## src/rtl/leaf_send_port_if.sv

```systemverilog
// Handshake/bus bundle for the leaf transmit port: user word stream in,
// BFT packet stream out, plus the BFT control/credit packet input.
interface leaf_send_port_if #(
  parameter int PACKET_BITS  = 49,
  parameter int PAYLOAD_BITS = 32
);
  logic [PAYLOAD_BITS-1:0] din_leaf_user2interface;
  logic                    vld_user2interface;
  logic                    ack_interface2user;
  logic [PACKET_BITS-1:0]  din_leaf_bft2interface;
  logic [PACKET_BITS-1:0]  dout_leaf_interface2bft;
  logic                    out_ready;

  modport master (
    output din_leaf_user2interface, vld_user2interface,
    output din_leaf_bft2interface, out_ready,
    input  ack_interface2user, dout_leaf_interface2bft
  );

  modport slave (
    input  din_leaf_user2interface, vld_user2interface,
    input  din_leaf_bft2interface, out_ready,
    output ack_interface2user, dout_leaf_interface2bft
  );
endinterface

```

## src/rtl/leaf_send_port.sv

```systemverilog
// Transmit half of a leaf output port. User words are buffered in a small
// FWFT FIFO, wrapped into BFT packets and launched toward a configured
// destination, gated by credits that mirror free space at the receiver.
module leaf_send_port #(
  parameter int PACKET_BITS        = 49,
  parameter int PAYLOAD_BITS       = 32,
  parameter int NUM_LEAF_BITS      = 5,
  parameter int NUM_PORT_BITS      = 4,
  parameter int NUM_ADDR_BITS      = 7,
  parameter int NUM_BRAM_ADDR_BITS = 7,
  parameter int FIFO_DEPTH_BITS    = 4,
  parameter int SELF_LEAF          = 0,
  parameter int SELF_PORT          = 2
) (
  input  logic                        clk_bft,
  input  logic                        reset,
  leaf_send_port_if.slave             bus,
  output logic                        configured,
  output logic [NUM_BRAM_ADDR_BITS:0] credits
);
  localparam int CW       = NUM_BRAM_ADDR_BITS + 1;
  localparam int DEPTH    = 1 << FIFO_DEPTH_BITS;
  localparam int CRED_MAX = 1 << NUM_BRAM_ADDR_BITS;

  typedef struct packed {
    logic                     vld;
    logic [NUM_LEAF_BITS-1:0] leaf;
    logic [NUM_PORT_BITS-1:0] port;
    logic [NUM_ADDR_BITS-1:0] addr;
    logic [PAYLOAD_BITS-1:0]  payload;
  } pkt_t;

  typedef enum logic {UNCONFIG, RUN} state_t;

  state_t                     state_q, state_d;
  pkt_t                       in_pkt, out_q;
  logic [NUM_LEAF_BITS-1:0]   dst_leaf;
  logic [NUM_PORT_BITS-1:0]   dst_port;
  logic [NUM_ADDR_BITS-1:0]   seq;

  logic [PAYLOAD_BITS-1:0]    mem [DEPTH];
  logic [FIFO_DEPTH_BITS-1:0] wr_ptr, rd_ptr;
  logic [FIFO_DEPTH_BITS:0]   cnt;
  logic                       full, empty, push, launch;

  logic                       hit, cfg_hit, cred_hit;
  logic [CW-1:0]              inc, cred_sat, credits_d;
  logic [CW:0]                cred_sum;
  logic                       unused_bits;

  assign in_pkt      = bus.din_leaf_bft2interface;
  assign unused_bits = ^in_pkt;

  // control packets addressed to this leaf and to this output port
  assign hit = in_pkt.vld && (in_pkt.leaf == NUM_LEAF_BITS'(SELF_LEAF)) &&
               (in_pkt.payload[PAYLOAD_BITS-1 -: 4] == 4'(SELF_PORT));
  assign cfg_hit  = hit && (in_pkt.port == NUM_PORT_BITS'(0));
  assign cred_hit = hit && (in_pkt.port == NUM_PORT_BITS'(1));

  assign full  = (cnt == (FIFO_DEPTH_BITS+1)'(DEPTH));
  assign empty = (cnt == '0);
  // ack comes only from registered occupancy so it never loops back on vld
  assign bus.ack_interface2user = !reset && !full;
  assign push = bus.vld_user2interface && bus.ack_interface2user;

  assign bus.dout_leaf_interface2bft = out_q;
  assign configured = (state_q == RUN);

  // next state and launch decision
  always_comb begin
    state_d = state_q;
    launch  = 1'b0;
    case (state_q)
      UNCONFIG: if (cfg_hit) state_d = RUN;
      RUN:      launch = !empty && (credits != '0) &&
                         (!out_q.vld || bus.out_ready);
      default:  state_d = UNCONFIG;
    endcase
  end

  // credit arithmetic: saturate the refill first, then charge the launch
  always_comb begin
    inc       = cred_hit ? in_pkt.payload[CW-1:0] : '0;
    cred_sum  = {1'b0, credits} + {1'b0, inc};
    cred_sat  = (cred_sum > (CW+1)'(CRED_MAX)) ? CW'(CRED_MAX) : cred_sum[CW-1:0];
    credits_d = cred_sat - CW'(launch);
  end

  // FIFO storage; contents need no reset since occupancy guards reads
  always_ff @(posedge clk_bft) begin
    if (push) mem[wr_ptr] <= bus.din_leaf_user2interface;
  end

  // state, FIFO pointers, credits, destination and output register
  always_ff @(posedge clk_bft) begin
    if (reset) begin
      state_q  <= UNCONFIG;
      wr_ptr   <= '0;
      rd_ptr   <= '0;
      cnt      <= '0;
      credits  <= CW'(CRED_MAX);
      seq      <= '0;
      dst_leaf <= '0;
      dst_port <= '0;
      out_q    <= '0;
    end else begin
      state_q <= state_d;
      credits <= credits_d;
      if (push)   wr_ptr <= wr_ptr + 1'b1;
      if (launch) rd_ptr <= rd_ptr + 1'b1;
      cnt <= cnt + (FIFO_DEPTH_BITS+1)'(push) - (FIFO_DEPTH_BITS+1)'(launch);
      // reconfig only affects packets launched after this edge
      if (cfg_hit) begin
        dst_leaf <= in_pkt.payload[NUM_PORT_BITS +: NUM_LEAF_BITS];
        dst_port <= in_pkt.payload[NUM_PORT_BITS-1:0];
      end
      if (launch) begin
        out_q <= '{vld: 1'b1, leaf: dst_leaf, port: dst_port,
                   addr: seq, payload: mem[rd_ptr]};
        seq   <= seq + 1'b1;
      end else if (bus.out_ready) begin
        out_q <= '0;
      end
    end
  end
endmodule
```

## src/flat_wrapper.sv

```systemverilog
// flat-port wrapper written by rule: the top's interface ports become plain ports
module leaf_send_port_flat 
#(
  parameter int PACKET_BITS        = 49,
  parameter int PAYLOAD_BITS       = 32,
  parameter int NUM_LEAF_BITS      = 5,
  parameter int NUM_PORT_BITS      = 4,
  parameter int NUM_ADDR_BITS      = 7,
  parameter int NUM_BRAM_ADDR_BITS = 7,
  parameter int FIFO_DEPTH_BITS    = 4,
  parameter int SELF_LEAF          = 0,
  parameter int SELF_PORT          = 2
)
  (clk_bft, reset, configured, credits, bus_din_leaf_user2interface, bus_vld_user2interface, bus_din_leaf_bft2interface, bus_out_ready, bus_ack_interface2user, bus_dout_leaf_interface2bft);
  leaf_send_port_if #(.PACKET_BITS(PACKET_BITS), .PAYLOAD_BITS(PAYLOAD_BITS)) bus_i ();
  input  logic clk_bft;
  input  logic reset;
  output logic configured;
  output logic [NUM_BRAM_ADDR_BITS:0] credits;
  input wire logic [$bits(bus_i.din_leaf_user2interface)-1:0] bus_din_leaf_user2interface;
  input wire logic [$bits(bus_i.vld_user2interface)-1:0] bus_vld_user2interface;
  input wire logic [$bits(bus_i.din_leaf_bft2interface)-1:0] bus_din_leaf_bft2interface;
  input wire logic [$bits(bus_i.out_ready)-1:0] bus_out_ready;
  output wire logic [$bits(bus_i.ack_interface2user)-1:0] bus_ack_interface2user;
  output wire logic [$bits(bus_i.dout_leaf_interface2bft)-1:0] bus_dout_leaf_interface2bft;
  assign bus_i.din_leaf_user2interface = bus_din_leaf_user2interface;
  assign bus_i.vld_user2interface = bus_vld_user2interface;
  assign bus_i.din_leaf_bft2interface = bus_din_leaf_bft2interface;
  assign bus_i.out_ready = bus_out_ready;
  assign bus_ack_interface2user = bus_i.ack_interface2user;
  assign bus_dout_leaf_interface2bft = bus_i.dout_leaf_interface2bft;
  leaf_send_port #(.PACKET_BITS(PACKET_BITS), .PAYLOAD_BITS(PAYLOAD_BITS), .NUM_LEAF_BITS(NUM_LEAF_BITS), .NUM_PORT_BITS(NUM_PORT_BITS), .NUM_ADDR_BITS(NUM_ADDR_BITS), .NUM_BRAM_ADDR_BITS(NUM_BRAM_ADDR_BITS), .FIFO_DEPTH_BITS(FIFO_DEPTH_BITS), .SELF_LEAF(SELF_LEAF), .SELF_PORT(SELF_PORT)) u_core (.clk_bft(clk_bft), .reset(reset), .bus(bus_i), .configured(configured), .credits(credits));
endmodule
```

## config.mk

```make
export PLATFORM = sky130hd
export DESIGN_NAME = leaf_send_port_flat
export DESIGN_NICKNAME = d
export VERILOG_FILES = /design/src/rtl/leaf_send_port_if.sv /design/src/rtl/leaf_send_port.sv /design/src/flat_wrapper.sv
export SDC_FILE = /design/constraint.sdc
export NUM_CORES = 1
export LEC_CHECK = 0
export BUFFER_PORTS_ARGS = -buffer_cell sky130_fd_sc_hd__buf_4
export CAP_MARGIN = 20
export CORE_MARGIN = 4
export CORE_UTILIZATION = 50
export CTS_BUF_LIST = sky130_fd_sc_hd__clkbuf_8
export DETAILED_ROUTE_END_ITERATION = 8
export PLACE_DENSITY = 0.68
export SYNTH_ARGS = -nofsm -noshare
export SYNTH_HDL_FRONTEND = slang
export SYNTH_SLANG_ARGS = --single-unit
export TNS_END_PERCENT = 20
```

## constraint.sdc

```tcl
create_clock -name clk_bft -period 16 [get_ports clk_bft]
set_clock_uncertainty 0.1 [all_clocks]
set_input_delay 3.2 -clock clk_bft [delete_from_list [all_inputs] [get_ports clk_bft]]
set_output_delay 3.2 -clock clk_bft [all_outputs]
set_load 0.01 [all_outputs]
```

==> results.json <==
{
  "status": "complete, no violations",
  "synth_cell_types": 54,
  "grt_max_degree": 91,
  "holdWs_ns": 0.350,
  "drc": 0,
  "drive_above_1_share_pct": 31.9,
  "rsz0062_at_grt": "false",
  "ys_seq_area_share_pct": 73.5,
  "wl_per_cell_um": 24.4,
  "ys.flop_type": "edfxtp_1",
  "power_mw": 3.12,
  "clk_latency_ns": 0.68,
  "ant_nets": 0,
  "final_util_pct": 59.1,
  "grt.overflow.total": 0,
  "postCtsHoldBufs": 0,
  "via_count": 11800,
  "rows": 78,
  "gr-usage-all-layers_pct": 20.2,
  "viasPerCell": 5.73,
  "dp_hpwl_um": 27100,
  "fin_crit_sh_pct": 48.0,
  "cts_buffer_depth": 3,
  "synth_warnings": 0,
  "path_max_fanout": 90,
  "synth_area_um2": 23400,
  "max_freq_mhz": 130,
  "worst_pin_slew_ns": 1.08,
  "final_hold_viol_count": 0,
  "synth_seq_cells": 603,
  "final_common_cell": "edfxtp_1",
  "die_w_um": 224,
  "die_area_um2": 50300,
  "post-cts-setup-buffers": 0,
  "avgSynthCellArea_um2": 19.4,
  "relSlewSlack_pct": 27.9,
  "core_area_um2": 45800,
  "critPathCaptureType": "primary output",
  "slew_violations": 0,
  "clock_sinks": 603,
  "ir_drop_uv": 77.6,
  "start_kind": "input pin",
  "dr.pass1.iters": 5,
  "cts.repair.resized": 0,
  "root_buffer": "clkbuf_8",
  "syn_to_final_growth_pct": 15.6,
  "cp.required_ns": 12.70,
  "grt_pass1_wl_um": 75800,
  "netlist_instances": 1206,
  "cts_tree": "built",
  "criticalPathCategory": "in2out",
  "num_io_pins": 144,
  "final_nets": 1492,
  "ff_latch_area_um2": 17200,
  "drv_cap": 0,
  "place.gp.congestion": 0.788,
  "crit_arrival_ns": 4.39,
  "holdCritPathClass": "reg2reg",
  "synthArstFlopShare_pct": 0,
  "finalSetupViolations": 0,
  "syn_nets": 1315,
  "fp.dieH_um": 224,
  "first_global_vias": 12300,
  "tns_ns": 0,
  "cts_max_level": 3,
  "synth-edff-count": 512,
  "start_util_pct": 51.1,
  "io_buffers": 117,
  "numCtsBuffers": 95,
  "drtIter0Drc": 1035,
  "fillerInstances": 3417,
  "antenna_found_initial": 1,
  "power.leakage_nw": 8.76,
  "period_minus_slack_ns": 7.69,
  "routed_wl_um": 50400,
  "clk_pin_slew_worst_paths_ns": 0.05,
  "power.density_nw_per_um2": 116,
  "mostFrequentLayoutCells": "edfxtp_1, mux4_2, buf_4, clkbuf_8, dfxtp_1",
  "multi_input_comb_area_um2": 5980
}
-- layout make-up --
type | count | area share [%]
Inverter | 19 | 0.264
Antenna cell | 1 | 0.00926
Sequential cell | 603 | 63.6
Multi-Input combinational cell | 520 | 22.1
Clock buffer | 111 | 5.65
Tap cell | 600 | 2.78
Timing Repair Buffer | 144 | 4.00
Clock inverter | 69 | 1.53
-- power by group --
group          leakage (nW)  switching, mW  internal (mW)
Combinational          2.26         0.0560         0.0389
Sequential             5.35        0.00605           1.72
Clock                  1.15          0.598          0.702
-- sequential cells by signal, indices dropped and copies added (netlist names), named ones only --
signal / count
u_core.mem: 512
u_core.bus.dout_leaf_interface2bft: 49
u_core.credits: 8
u_core.seq: 7
u_core.cnt: 5
u_core.dst_leaf: 5
u_core.dst_port: 4
u_core.rd_ptr: 4
u_core.wr_ptr: 4
u_core.configured: 1
-- stage by stage --
step	setup slack, ns	instance area, um2	std cells
2_1_floorplan	8.56	23400	1206
3_3_place_gp	7.78	25100	1886
3_5_place_dp	7.74	25100	1886
4_1_cts	8.30	27000	2066
5_1_grt	7.90	27000	2066
6_report	8.31	27000	2067
-- synthesized netlist by cell type (all sizes together) (2+ instances only) --
library cell    n  area share, %
edfxtp        512             66
mux4          160             15
dfxtp          91            7.8
nand2          67            1.1
a21oi          63            1.3
nand3b         49            1.6
clkbuf         47           0.75
nor2           46           0.77
ha             22            1.2
inv            19           0.31
buf            17           0.34
xor2           13           0.49
o21ai          12           0.26
and2            9           0.25
mux2i           9           0.39
nor3            7           0.15
xnor2           7           0.26
nand2b          6           0.16
nand4           6           0.16
nor4            5           0.13
or3             5           0.13
a211oi          2           0.12
a21o            2          0.064
and2b           2          0.070
fa              2           0.17
nor2b           2          0.054
o211ai          2          0.064
o31ai           2          0.064
or2             2          0.054
-- worst max-delay path, stage by stage --
cell     delay [ns]
buf_4          0.79
a41oi_1        0.14
buf_4          0.22
-- final timing paths --
| kind | slack, ns | startpoint | depth (start not counted) | endpoint |
|---|---|---|---|---|
| worst max-delay path | 8.31 | reset | 3 | bus_ack_interface2user |
| worst max register to register | 12.21 | u_core.cnt[2]$_SDFF_PP0_ | 14 | u_core.credits[3]$_SDFF_PP0_ |
| worst min-delay path | 0.35 | u_core.dst_leaf[1]$_SDFFE_PP0P_ | 2 | u_core.bus.dout_leaf_interface2bft[44]$_SDFFE_PP0P_ |
| worst min register to register | 0.35 | u_core.dst_leaf[1]$_SDFFE_PP0P_ | 2 | u_core.bus.dout_leaf_interface2bft[44]$_SDFFE_PP0P_ |
-- per-layer routing --
layer  up-vias  share of wire [%]  track usage [%]
met1      6118                 42             28.4
met2       384                 49             32.6
li1       5229                  -                -
met3       102                6.4             4.10
met4         2                2.3             6.09
met5         -              0.026                0
-- logic make-up (layout without fill, tap and decap cells) --
logic type,after synthesis,count (layout),share of synthesized area (%)
AO/OA/AOI/OAI,94,94,2.32
XOR/XNOR,20,20,0.749
adder cells (fa/ha/maj),24,24,1.35
buffers and inverters,83,343,1.40
flip-flops,603,603,73.5
multiplexers,170,170,15.8
other,0,1,0
AND/OR/NAND/NOR,212,212,4.79
Note: power is estimated with default switching activity, not from simulation.
